File: config.mk
export PLATFORM = sky130hd
export DESIGN_NAME = saradc_sar_ctrl
export DESIGN_NICKNAME = d
export VERILOG_FILES = /design/src/rtl/saradc_sar_ctrl.sv
export SDC_FILE = /design/constraint.sdc
export NUM_CORES = 1
export LEC_CHECK = 0
export ABC_AREA = 1
export CORE_UTILIZATION = 35
export CTS_CLUSTER_SIZE = 12
export DETAILED_ROUTE_END_ITERATION = 16
export PLACE_DENSITY = 0.57
export SLEW_MARGIN = 30
export SYNTH_ARGS = -nofsm -noshare
export SYNTH_HDL_FRONTEND = slang
export SYNTH_SLANG_ARGS = --single-unit
export TNS_END_PERCENT = 100
File: constraint.sdc
create_clock -name CLK -period 1.8 [get_ports CLK]
set_input_delay 0.18 -clock CLK [delete_from_list [all_inputs] [get_ports CLK]]
set_output_delay 0.18 -clock CLK [all_outputs]
set_load 0.005 [all_outputs]
File: src/rtl/saradc_sar_ctrl.sv
// -----------------------------------------------------------------------------
// saradc_sar_ctrl
//
// Successive-approximation controller for the SAR ADC. A START request seen in
// IDLE samples the input for SAMPLE_CYCLES cycles. The controller then resolves
// one bit per SET/STB cycle pair, MSB first. The finished code is handed to the
// consumer through a one-entry valid/ready output register.
//
// Ports
//   CLK     in   sole clock, rising edge
//   RST     in   synchronous active-high reset; aborts any conversion and
//                drops a pending result
//   START   in   conversion request, only honoured in IDLE
//   CMP     in   comparator decision (1: Vin >= DAC), used only in STB cycles
//   SAMPLE  out  sampling switch enable
//   DAC     out  [NBITS] trial code for the DAC buffers
//   CMP_EN  out  comparator strobe
//   BUSY    out  high whenever the controller is not in IDLE
//   DOUT    out  [NBITS] converted code, frozen while VALID && !READY
//   VALID   out  DOUT holds an unconsumed result
//   READY   in   consumer accepts DOUT
// -----------------------------------------------------------------------------
module saradc_sar_ctrl #(
    parameter int NBITS         = 8,
    parameter int SAMPLE_CYCLES = 2
) (
    input  logic             CLK,
    input  logic             RST,
    input  logic             START,
    input  logic             CMP,
    output logic             SAMPLE,
    output logic [NBITS-1:0] DAC,
    output logic             CMP_EN,
    output logic             BUSY,
    output logic [NBITS-1:0] DOUT,
    output logic             VALID,
    input  logic             READY
);

    localparam int IW = (NBITS > 1) ? $clog2(NBITS) : 1;

    typedef enum logic [2:0] {
        ST_IDLE = 3'd0,
        ST_SMP  = 3'd1,
        ST_SET  = 3'd2,
        ST_STB  = 3'd3,
        ST_LOAD = 3'd4
    } state_t;

    state_t           state_q, state_d;
    logic [IW-1:0]    idx_q, idx_d;
    logic [3:0]       cnt_q, cnt_d;
    logic [NBITS-1:0] code_q, code_d;
    logic [NBITS-1:0] dout_q, dout_d;
    logic             valid_q, valid_d;
    logic             sample_q, sample_d;
    logic [NBITS-1:0] dac_q, dac_d;
    logic             cmp_en_q, cmp_en_d;
    logic             busy_q, busy_d;

    // One-hot weight of the bit that is being tried in the upcoming SET cycle.
    logic [NBITS-1:0] trial_mask;

    genvar gi;
    generate
        for (gi = 0; gi < NBITS; gi++) begin : g_trial_mask
            assign trial_mask[gi] = (idx_d == IW'(gi));
        end
    endgenerate

    // State register: every output is a flop, so the output process below
    // computes the value each output should hold in the *next* state.
    always_ff @(posedge CLK) begin
        if (RST) begin
            state_q  <= ST_IDLE;
            idx_q    <= IW'(NBITS - 1);
            cnt_q    <= 4'd0;
            code_q   <= '0;
            dout_q   <= '0;
            valid_q  <= 1'b0;
            sample_q <= 1'b0;
            dac_q    <= '0;
            cmp_en_q <= 1'b0;
            busy_q   <= 1'b0;
        end else begin
            state_q  <= state_d;
            idx_q    <= idx_d;
            cnt_q    <= cnt_d;
            code_q   <= code_d;
            dout_q   <= dout_d;
            valid_q  <= valid_d;
            sample_q <= sample_d;
            dac_q    <= dac_d;
            cmp_en_q <= cmp_en_d;
            busy_q   <= busy_d;
        end
    end

    // Next-state logic, including the decided code and the output slot.
    always_comb begin
        state_d = state_q;
        idx_d   = idx_q;
        cnt_d   = cnt_q;
        code_d  = code_q;
        dout_d  = dout_q;
        valid_d = valid_q;

        // A transfer empties the slot; a load on the same edge refills it below.
        if (valid_q && READY) begin
            valid_d = 1'b0;
        end

        case (state_q)
            ST_IDLE: begin
                if (START) begin
                    state_d = ST_SMP;
                    code_d  = '0;
                    idx_d   = IW'(NBITS - 1);
                    cnt_d   = 4'(SAMPLE_CYCLES - 1);
                end
            end
            ST_SMP: begin
                if (cnt_q == 4'd0) begin
                    state_d = ST_SET;
                end else begin
                    cnt_d = cnt_q - 4'd1;
                end
            end
            ST_SET: begin
                state_d = ST_STB;
            end
            ST_STB: begin
                code_d[idx_q] = CMP;
                if (idx_q == '0) begin
                    state_d = ST_LOAD;
                end else begin
                    idx_d   = idx_q - IW'(1);
                    state_d = ST_SET;
                end
            end
            ST_LOAD: begin
                if (!valid_q || READY) begin
                    dout_d  = code_q;
                    valid_d = 1'b1;
                    state_d = ST_IDLE;
                end
            end
            default: begin
                state_d = ST_IDLE;
            end
        endcase
    end

    // Output logic, decoded from the state being entered.
    always_comb begin
        sample_d = 1'b0;
        dac_d    = '0;
        cmp_en_d = 1'b0;
        busy_d   = (state_d != ST_IDLE);

        case (state_d)
            ST_SMP: begin
                sample_d = 1'b1;
            end
            ST_SET: begin
                dac_d = code_d | trial_mask;
            end
            ST_STB: begin
                // Hold the trial code so the DAC has settled before the strobe.
                dac_d    = dac_q;
                cmp_en_d = 1'b1;
            end
            ST_LOAD: begin
                dac_d = code_d;
            end
            default: begin
            end
        endcase
    end

    assign SAMPLE = sample_q;
    assign DAC    = dac_q;
    assign CMP_EN = cmp_en_q;
    assign BUSY   = busy_q;
    assign DOUT   = dout_q;
    assign VALID  = valid_q;

endmodule

==> key figures, run 1 <==
Run status
  • Result of the run: finished clean

Clocking
  • Insertion delay to the later sink of the worst-skew pair: 0.29 ns
  • Count of cells resized by post-cts repair: 0
  • Clock sink count: 38
  • Clock buffers created by TritonCTS: 5
  • Clock tree root driver cell: sky130_fd_sc_hd__clkbuf_8
  • Number of setup buffers added after CTS: 0
  • Number of buffers inserted for hold repair after clock tree synthesis: 0
  • Clock transition at the register clock pins on the worst setup and hold paths after CTS: approximately 0.070 ns
  • H-tree depth reported by CTS: 2
  • CTS tree: done
  • Maximum number of buffers from clock root to sink: 2

Floorplan
  • DIE AREA: 5480 um2
  • Die Y-Extent: 74.0 um
  • Initial cell density of the core: 0.375
  • Placement Rows: 25
  • Boundary Pins: 25
  • Width of the die: about 74 um
  • Placeable Area: 4850 um2

Global route
  • Maximum number of pins on one net before global-route repair: 17
  • Total routing resource utilization after global routing: 0.171
  • Number of global-route vias before repair: around 1600
  • Congestion Overflow GR: 0
  • First-pass GRT wire length: 7.12 mm
  • Number of antenna violations at the first check in global routing: 0

Worst setup path
  • Startpoint type of the worst setup path: register
  • Start-to-end type of the worst setup path: reg -> reg
  • Max Fanout on Critical Path: 8
  • Data arrival time at the worst-slack endpoint: 1.76 ns
  • Crit end category: register
  • R2r setup slk: between 0.2 and 0.25 ns
  • Critical path required time: 1.99 ns

Pwr
  • Leakage power total: about 1.0 nW
  • Power per standard cell area: 1270 nW/um2
  • Max IR drop VDD: ~0.45 mV
  • Overall power after layout: 2.89 mW

STA
  • Unrepaired setup endpoints after global routing: no
  • Final setup slack of the worst path: ~0.23 ns
  • Max-Slew Margin vs Limit: 0.574
  • Count of final hold-check violations: 0
  • FMAX: around 0.64 GHz
  • Clock period minus final worst setup slack: 1.57 ns
  • Final TNS setup: 0 ns
  • Worst Clk Skew: 0.00552 ns
  • Ratio of final minimum period to clock period: 0.873
  • Count of final setup violators: 0
  • Count of pins over their slew limit: 0
  • Slew @ Worst Pin: 0.637 ns

Cells and area
  • Area growth from synthesis to layout: 25.0%
  • Antenna cell count: 0
  • Layout cell share with drive strength beyond 1: 0.102
  • Final #Nets: 301
  • Final standard cell utilization of the core: 0.468

Drt
  • First drt pass iteration count: 4
  • Residual DRC count: 0
  • Routed via count: 1633
  • Detail-routed net length per standard cell: approximately 11 um
  • DRC marker count from the first detailed-route iteration: 75
  • Final wirelength: 3.93 mm
  • Number of nets still failing antenna checks after routing: 0
  • DR vias/cell: 4.52

Logic synthesis
  • Async S/R FF share, synth: 0
  • Netlist area before placement: ~1800 um2
  • Number of register bits inferred by synthesis: 38
  • Leading register cell type out of synthesis: sky130_fd_sc_hd__dfxtp_1
  • Net count of the mapped netlist: 269
  • Sequential cell area fraction in the yosys report: 0.419
  • Number of warnings printed during yosys synthesis: 0
  • Post-synth EDFFs: 0
  • Average cell area after synthesis: 6.96 um2
  • Post-synth cell types: 28
  • Number of instances in the synthesized netlist: 261

Place
  • DP HPWL: ~3.0 mm
  • Buffers on Ports: 24
  • Worst setup slack before clock tree synthesis: roughly 0.14 ns
  • Routability congestion estimate: 0.854

Run
  • Number of max-capacitance violations reported: 0

Min path
  • Path type of the worst min-delay path: reg -> reg
==> synthesized netlist by cell type (all sizes together), types with 2 or more instances <==
cell    count  share of area
buf         4          0.014
a22oi       5          0.021
o21ai      19          0.052
dfxtp      38           0.42
a21oi      15          0.048
nor2       19          0.045
clkbuf      3          0.012
nand2      71           0.15
ha          3          0.021
inv        39          0.081
nor3        9          0.025
and3        2         0.0069
nand3      24          0.069
or2         6          0.021
==> layout by cell type (no fill, tap or decap) <==
master,netlist,layout
sky130_fd_sc_hd__nand2_1,67,67
sky130_fd_sc_hd__dfxtp_1,38,38
sky130_fd_sc_hd__inv_1,36,35
sky130_fd_sc_hd__clkdlybuf4s50_1,0,24
sky130_fd_sc_hd__nand3_1,23,22
sky130_fd_sc_hd__nor2_1,17,17
sky130_fd_sc_hd__o21ai_0,17,17
sky130_fd_sc_hd__a21oi_1,14,14
sky130_fd_sc_hd__nor3_1,9,8
sky130_fd_sc_hd__buf_4,2,8
sky130_fd_sc_hd__a22oi_1,5,5
sky130_fd_sc_hd__clkbuf_8,1,5
sky130_fd_sc_hd__inv_2,3,4
sky130_fd_sc_hd__nand2_2,4,4
sky130_fd_sc_hd__or2_1,4,4
sky130_fd_sc_hd__ha_1,3,3
sky130_fd_sc_hd__nand3_2,1,2
sky130_fd_sc_hd__o21ai_1,2,2
sky130_fd_sc_hd__or2_2,2,2
sky130_fd_sc_hd__and3_1,2,2
sky130_fd_sc_hd__clkbuf_1,2,2
sky130_fd_sc_hd__nor3_2,0,1
sky130_fd_sc_hd__nor2_4,1,1
sky130_fd_sc_hd__nor2_2,1,1
sky130_fd_sc_hd__xor2_1,1,1
sky130_fd_sc_hd__o21bai_1,1,1
sky130_fd_sc_hd__a21oi_4,1,1
sky130_fd_sc_hd__a31oi_1,1,1
sky130_fd_sc_hd__nand4_1,1,1
sky130_fd_sc_hd__bufinv_16,0,1
==> area by class of cell <==
cell class | count | area (um2)
Tap cell | 67 | 83.8
Clock buffer | 7 | 76.3
Clock inverter | 1 | 30.0
Sequential cell | 38 | 761
Multi-Input combinational cell | 177 | 873
Fill cell | 515 | 2580
Inverter | 39 | 146
Timing Repair Buffer | 32 | 300
==> final timing paths <==
| path | cells after the start | endpoint | startpoint |
|---|---|---|---|
| worst max-delay path | 9 | DAC[7]$_SDFFE_PP0N_ | state_q[2]$_SDFF_PP0_ |
| worst min-delay path | 2 | DOUT[0]$_SDFFE_PP0P_ | DOUT[0]$_SDFFE_PP0P_ |
| worst max register to register | 9 | DAC[7]$_SDFFE_PP0N_ | state_q[2]$_SDFF_PP0_ |
| worst min register to register | 2 | DOUT[0]$_SDFFE_PP0P_ | DOUT[0]$_SDFFE_PP0P_ |
==> metrics by stage <==
step | hold WS (ns) | cells | cell area, um2
after floorplan | 0.330 | 261 | 1820
after global placement | 0.432 | 353 | 2150
after detailed placement | 0.436 | 353 | 2150
after global routing | 0.464 | 361 | 2270
after CTS | 0.447 | 361 | 2260
final | 0.442 | 361 | 2270
==> layer usage <==
layer,share of wire,vias to the layer above,track usage
met5,0,-,0
met4,0.013,0,0.0748
met3,0.045,5,0.0407
met2,0.43,34,0.259
met1,0.51,703,0.232
li1,-,891,-
==> where the power goes <==
part           switching (mW)  internal, mW  total, mW
combinational           0.746         0.405       1.15
clock                   0.293         0.415      0.707
sequential             0.0838         0.950       1.03
total                    1.12          1.77       2.89
==> critical path, stage by stage (launching register included) <==
cell	delay (ns)
sky130_fd_sc_hd__dfxtp_1	0.35
sky130_fd_sc_hd__inv_2	0.12
sky130_fd_sc_hd__nand3_1	0.23
sky130_fd_sc_hd__nand2_2	0.22
sky130_fd_sc_hd__nand2_1	0.07
sky130_fd_sc_hd__nand2_1	0.05
sky130_fd_sc_hd__o21ai_0	0.12
sky130_fd_sc_hd__o21bai_1	0.19
sky130_fd_sc_hd__nand2_1	0.07
sky130_fd_sc_hd__nand2_1	0.05
==> sequential cells by signal (all words and copies together) (netlist names) <==
| signal | cells |
|---|---|
| DOUT | 8 |
| CMP_EN | 1 |
| SAMPLE | 1 |
| cnt_q | 4 |
| code_q | 8 |
| state_q | 3 |
| BUSY | 1 |
| DAC | 8 |
| VALID | 1 |
| idx_q | 3 |
==> logic make-up (layout without fill, tap and decap cells) <==
kind of cell,Yosys count,after routing,synth area share
buffers and inverters,46,79,0.106
AND/OR/NAND/NOR,132,132,0.322
XOR/XNOR,1,1,0.00482
adder cells (fa/ha/maj),3,3,0.0207
AO/OA/AOI/OAI,41,41,0.128
flip-flops,38,38,0.419
(Power assumes the default switching activity.)
==> inputs of run 2 (changes only) <==
--- a/config.mk
+++ b/config.mk
@@ -6,6 +6,7 @@
 export NUM_CORES = 1
 export LEC_CHECK = 0
 export ABC_AREA = 1
+export CORE_ASPECT_RATIO = 0.9
 export CORE_UTILIZATION = 35
 export CTS_CLUSTER_SIZE = 12
 export DETAILED_ROUTE_END_ITERATION = 16
==> key figures, run 2 (synthesized netlist as in run 1, its figures left out) <==
Pwr
  • Power per standard cell area: 1310 nW/um2 (+2.6%)
  • Sw Share: 0.399 (+0.0108)
  • Combinational power share: 0.416 (+0.018)
  • Max IR drop VDD: 0.637 mV (+41%)
  • Overall power after layout: 3.00 mW (+3.7%)
  • Internal power: 1.80 mW (+1.9%)
  • Switching power of the nets: 1.20 mW (+6.6%)
  • Leakage power total: 1.06 nW (+0.72%)
  • Portion of total power attributed to the clock network: 0.240 (-0.005)
  • Sequential share of power: 0.345 (-0.012)

Place
  • DP HPWL: 3.02 mm (+0.86%)
  • Buffers on Ports: 24 (unchanged)
  • Routability congestion estimate: 0.824 (-3.4%)
  • Post-placement cell area: 2150 um2 (-0.12%)

Drt
  • DR vias/cell: 4.67 (+3.2%)
  • Final wirelength: 4.22 mm (+7.6%)
  • First drt pass iteration count: 4 (unchanged)
  • DRC marker count from the first detailed-route iteration: 123 (+64%)
  • Routed via count: 1681 (+2.9%)
  • Number of nets still failing antenna checks after routing: 0 (unchanged)
  • Residual DRC count: 0 (unchanged)
  • Detail-routed net length per standard cell: 11.7 um (+7.9%)

Cells and area
  • Layout cell share with drive strength beyond 1: 0.129 (+0.0268)
  • # fillers: 532 (+3.3%)
  • FF+latch area: 761 um2 (unchanged)
  • Most common cell after layout, fill and taps aside: sky130_fd_sc_hd__nand2_1
  • Final #Nets: 302 (+0.33%)
  • Antenna cell count: 0 (unchanged)
  • Footprint of the multi-input gates: 891 um2 (+2.0%)
  • Commonest cells after routing, fill and taps aside: sky130_fd_sc_hd__nand2_1, sky130_fd_sc_hd__dfxtp_1, sky130_fd_sc_hd__inv_1, sky130_fd_sc_hd__clkdlybuf4s50_1, sky130_fd_sc_hd__nand3_1
  • Area of all placed cells without fillers: 2300 um2 (+1.1%)
  • Area growth from synthesis to layout: 26.4%

Floorplan
  • Die Y-Extent: 70.4 um (-5.0%)
  • Placeable Area: 4920 um2 (+1.6%)
  • Placement Rows: 24 (-4.0%)
  • Boundary Pins: 25 (unchanged)
  • Width of the die: 77.9 um (+5.3%)
  • DIE AREA: 5480 um2 (about the same)
  • Initial cell density of the core: 0.369 (-0.00581)

Run status
  • Result of the run: finished clean

Global route
  • Number of antenna violations at the first check in global routing: 0 (unchanged)
  • Total routing resource utilization after global routing: 0.167 (-0.00354)
  • Number of global-route vias before repair: 1564 (+0.90%)
  • Maximum number of pins on one net before global-route repair: 17 (unchanged)
  • First-pass GRT wire length: 7.15 mm (+0.39%)
  • Congestion Overflow GR: 0 (unchanged)

STA
  • Count of pins over their slew limit: 0 (unchanged)
  • Count of final hold-check violations: 0 (unchanged)
  • Worst hold margin: 0.442 ns (+0.000143 ns)
  • Slew @ Worst Pin: 0.590 ns (-0.0468 ns)
  • Worst Clk Skew: 0.00814 ns (+0.00262 ns)
  • FMAX: 0.599 GHz (-5.9%)
  • Ratio of final minimum period to clock period: 0.927 (+0.0546)
  • Clock period minus final worst setup slack: 1.67 ns (+0.0983 ns)
  • Max-Slew Margin vs Limit: 0.605 (+0.0313)
  • Count of final setup violators: 0 (unchanged)

Min path
  • Path type of the worst min-delay path: reg -> reg

Clocking
  • CTS tree: done
  • Clock buffers created by TritonCTS: 5 (unchanged)
  • H-tree depth reported by CTS: 2 (unchanged)
  • Clock sink count: 38 (unchanged)
  • Maximum number of buffers from clock root to sink: 2 (unchanged)
  • Clock transition at the register clock pins on the worst setup and hold paths after CTS: 0.08 ns (about the same)
  • Clock tree root driver cell: sky130_fd_sc_hd__clkbuf_8
  • Insertion delay to the later sink of the worst-skew pair: 0.30 ns (about the same)

Run
  • Number of max-capacitance violations reported: 0 (unchanged)

Worst setup path
  • Peak per-stage delay on the critical path: 0.33 ns (-0.02 ns)
  • Crit end category: register
  • Worst-path cell chain: inv_1, ha_2, inv_1, nor3_2, nor2_2, nor2_4, nand2_2, buf_4, o21bai_1, nand2_1, nand2_1
  • Start-to-end type of the worst setup path: reg -> reg
  • Data arrival time at the worst-slack endpoint: 1.91 ns (+0.15 ns)
  • Slowest CP cell: sky130_fd_sc_hd__dfxtp_1
  • Max Fanout on Critical Path: 4 (-4)
  • Startpoint type of the worst setup path: register
  • Critical path required time: 2.04 ns (+0.05 ns)
run 2: cell types whose count changed in the layout (fill, tap and decap cells not counted), sizes merged:
cell,change
clkbuf,-2
clkinv,+2
buf,+1
run 2: path summary, 6_finish.rpt:
check | slack (ns) | cells after the start | endpoint | start
setup / recovery | 0.13 | 11 | DAC[7]$_SDFFE_PP0N_ | cnt_q[0]$_SDFFE_PP0P_
hold / removal | 0.44 | 2 | DOUT[0]$_SDFFE_PP0P_ | DOUT[0]$_SDFFE_PP0P_
setup reg to reg | 0.13 | 11 | DAC[7]$_SDFFE_PP0N_ | cnt_q[0]$_SDFFE_PP0P_
hold reg to reg | 0.44 | 2 | DOUT[0]$_SDFFE_PP0P_ | DOUT[0]$_SDFFE_PP0P_
run 2: area by class of cell:
| class | instances | area share |
|---|---|---|
| inverters | 39 | 0.0638 |
| clock buffers | 5 | 0.0300 |
| flip-flops and latches | 38 | 0.331 |
| repair buffers | 33 | 0.134 |
| well taps | 65 | 0.0354 |
| clock inverters | 3 | 0.0174 |
| multi-input cells | 177 | 0.388 |
run 2: metrics by stage:
| step | setup slack [ns] | setup TNS (ns) | instances | util |
|---|---|---|---|---|
| after floorplan | 0.204 | 0 | 261 | - |
| final | 0.131 | 0 | 360 | 0.466 |
| after detailed placement | 0.0672 | 0 | 351 | 0.437 |
| after global placement | 0.0716 | 0 | 351 | 0.437 |
| after global routing | -0.0173 | -0.0272 | 360 | 0.466 |
| after CTS | 0.0880 | 0 | 359 | 0.459 |
run 2: critical path: cells and delay by family, from the launching register on:
family,cells,cell delay (ns)
AND/OR/NAND/NOR,6,0.71
flip-flops,1,0.33
buffers and inverters,3,0.26
adder cells (fa/ha/maj),1,0.19
AO/OA/AOI/OAI,1,0.12
run 2: power groups by stage:
stage,Clock (mW),Combinational [mW],Sequential [mW]
2_1_floorplan,0,0.880,1.03
3_3_place_gp,0,1.13,1.04
3_5_place_dp,0,1.13,1.04
4_1_cts,0.739,1.15,1.03
5_1_grt,0.771,1.42,1.05
6_report,0.719,1.25,1.03
run 2: layer usage:
layer	wire length, um	global-route usage	vias to the layer above	part of all wire
li1	-	-	893	-
met1	2200	0.226	751	0.52
met2	1780	0.258	33	0.42
met3	210	0.0484	4	0.050
met4	29	0.0494	0	0.0069
met5	0	0	-	0
run 2: repair_timing:
action                                  4_1_cts  5_1_grt
hold buffers                                  0        0
setup buffers                                 0        1
endpoints found under the setup margin        0        8
gates resized for setup                       0        9
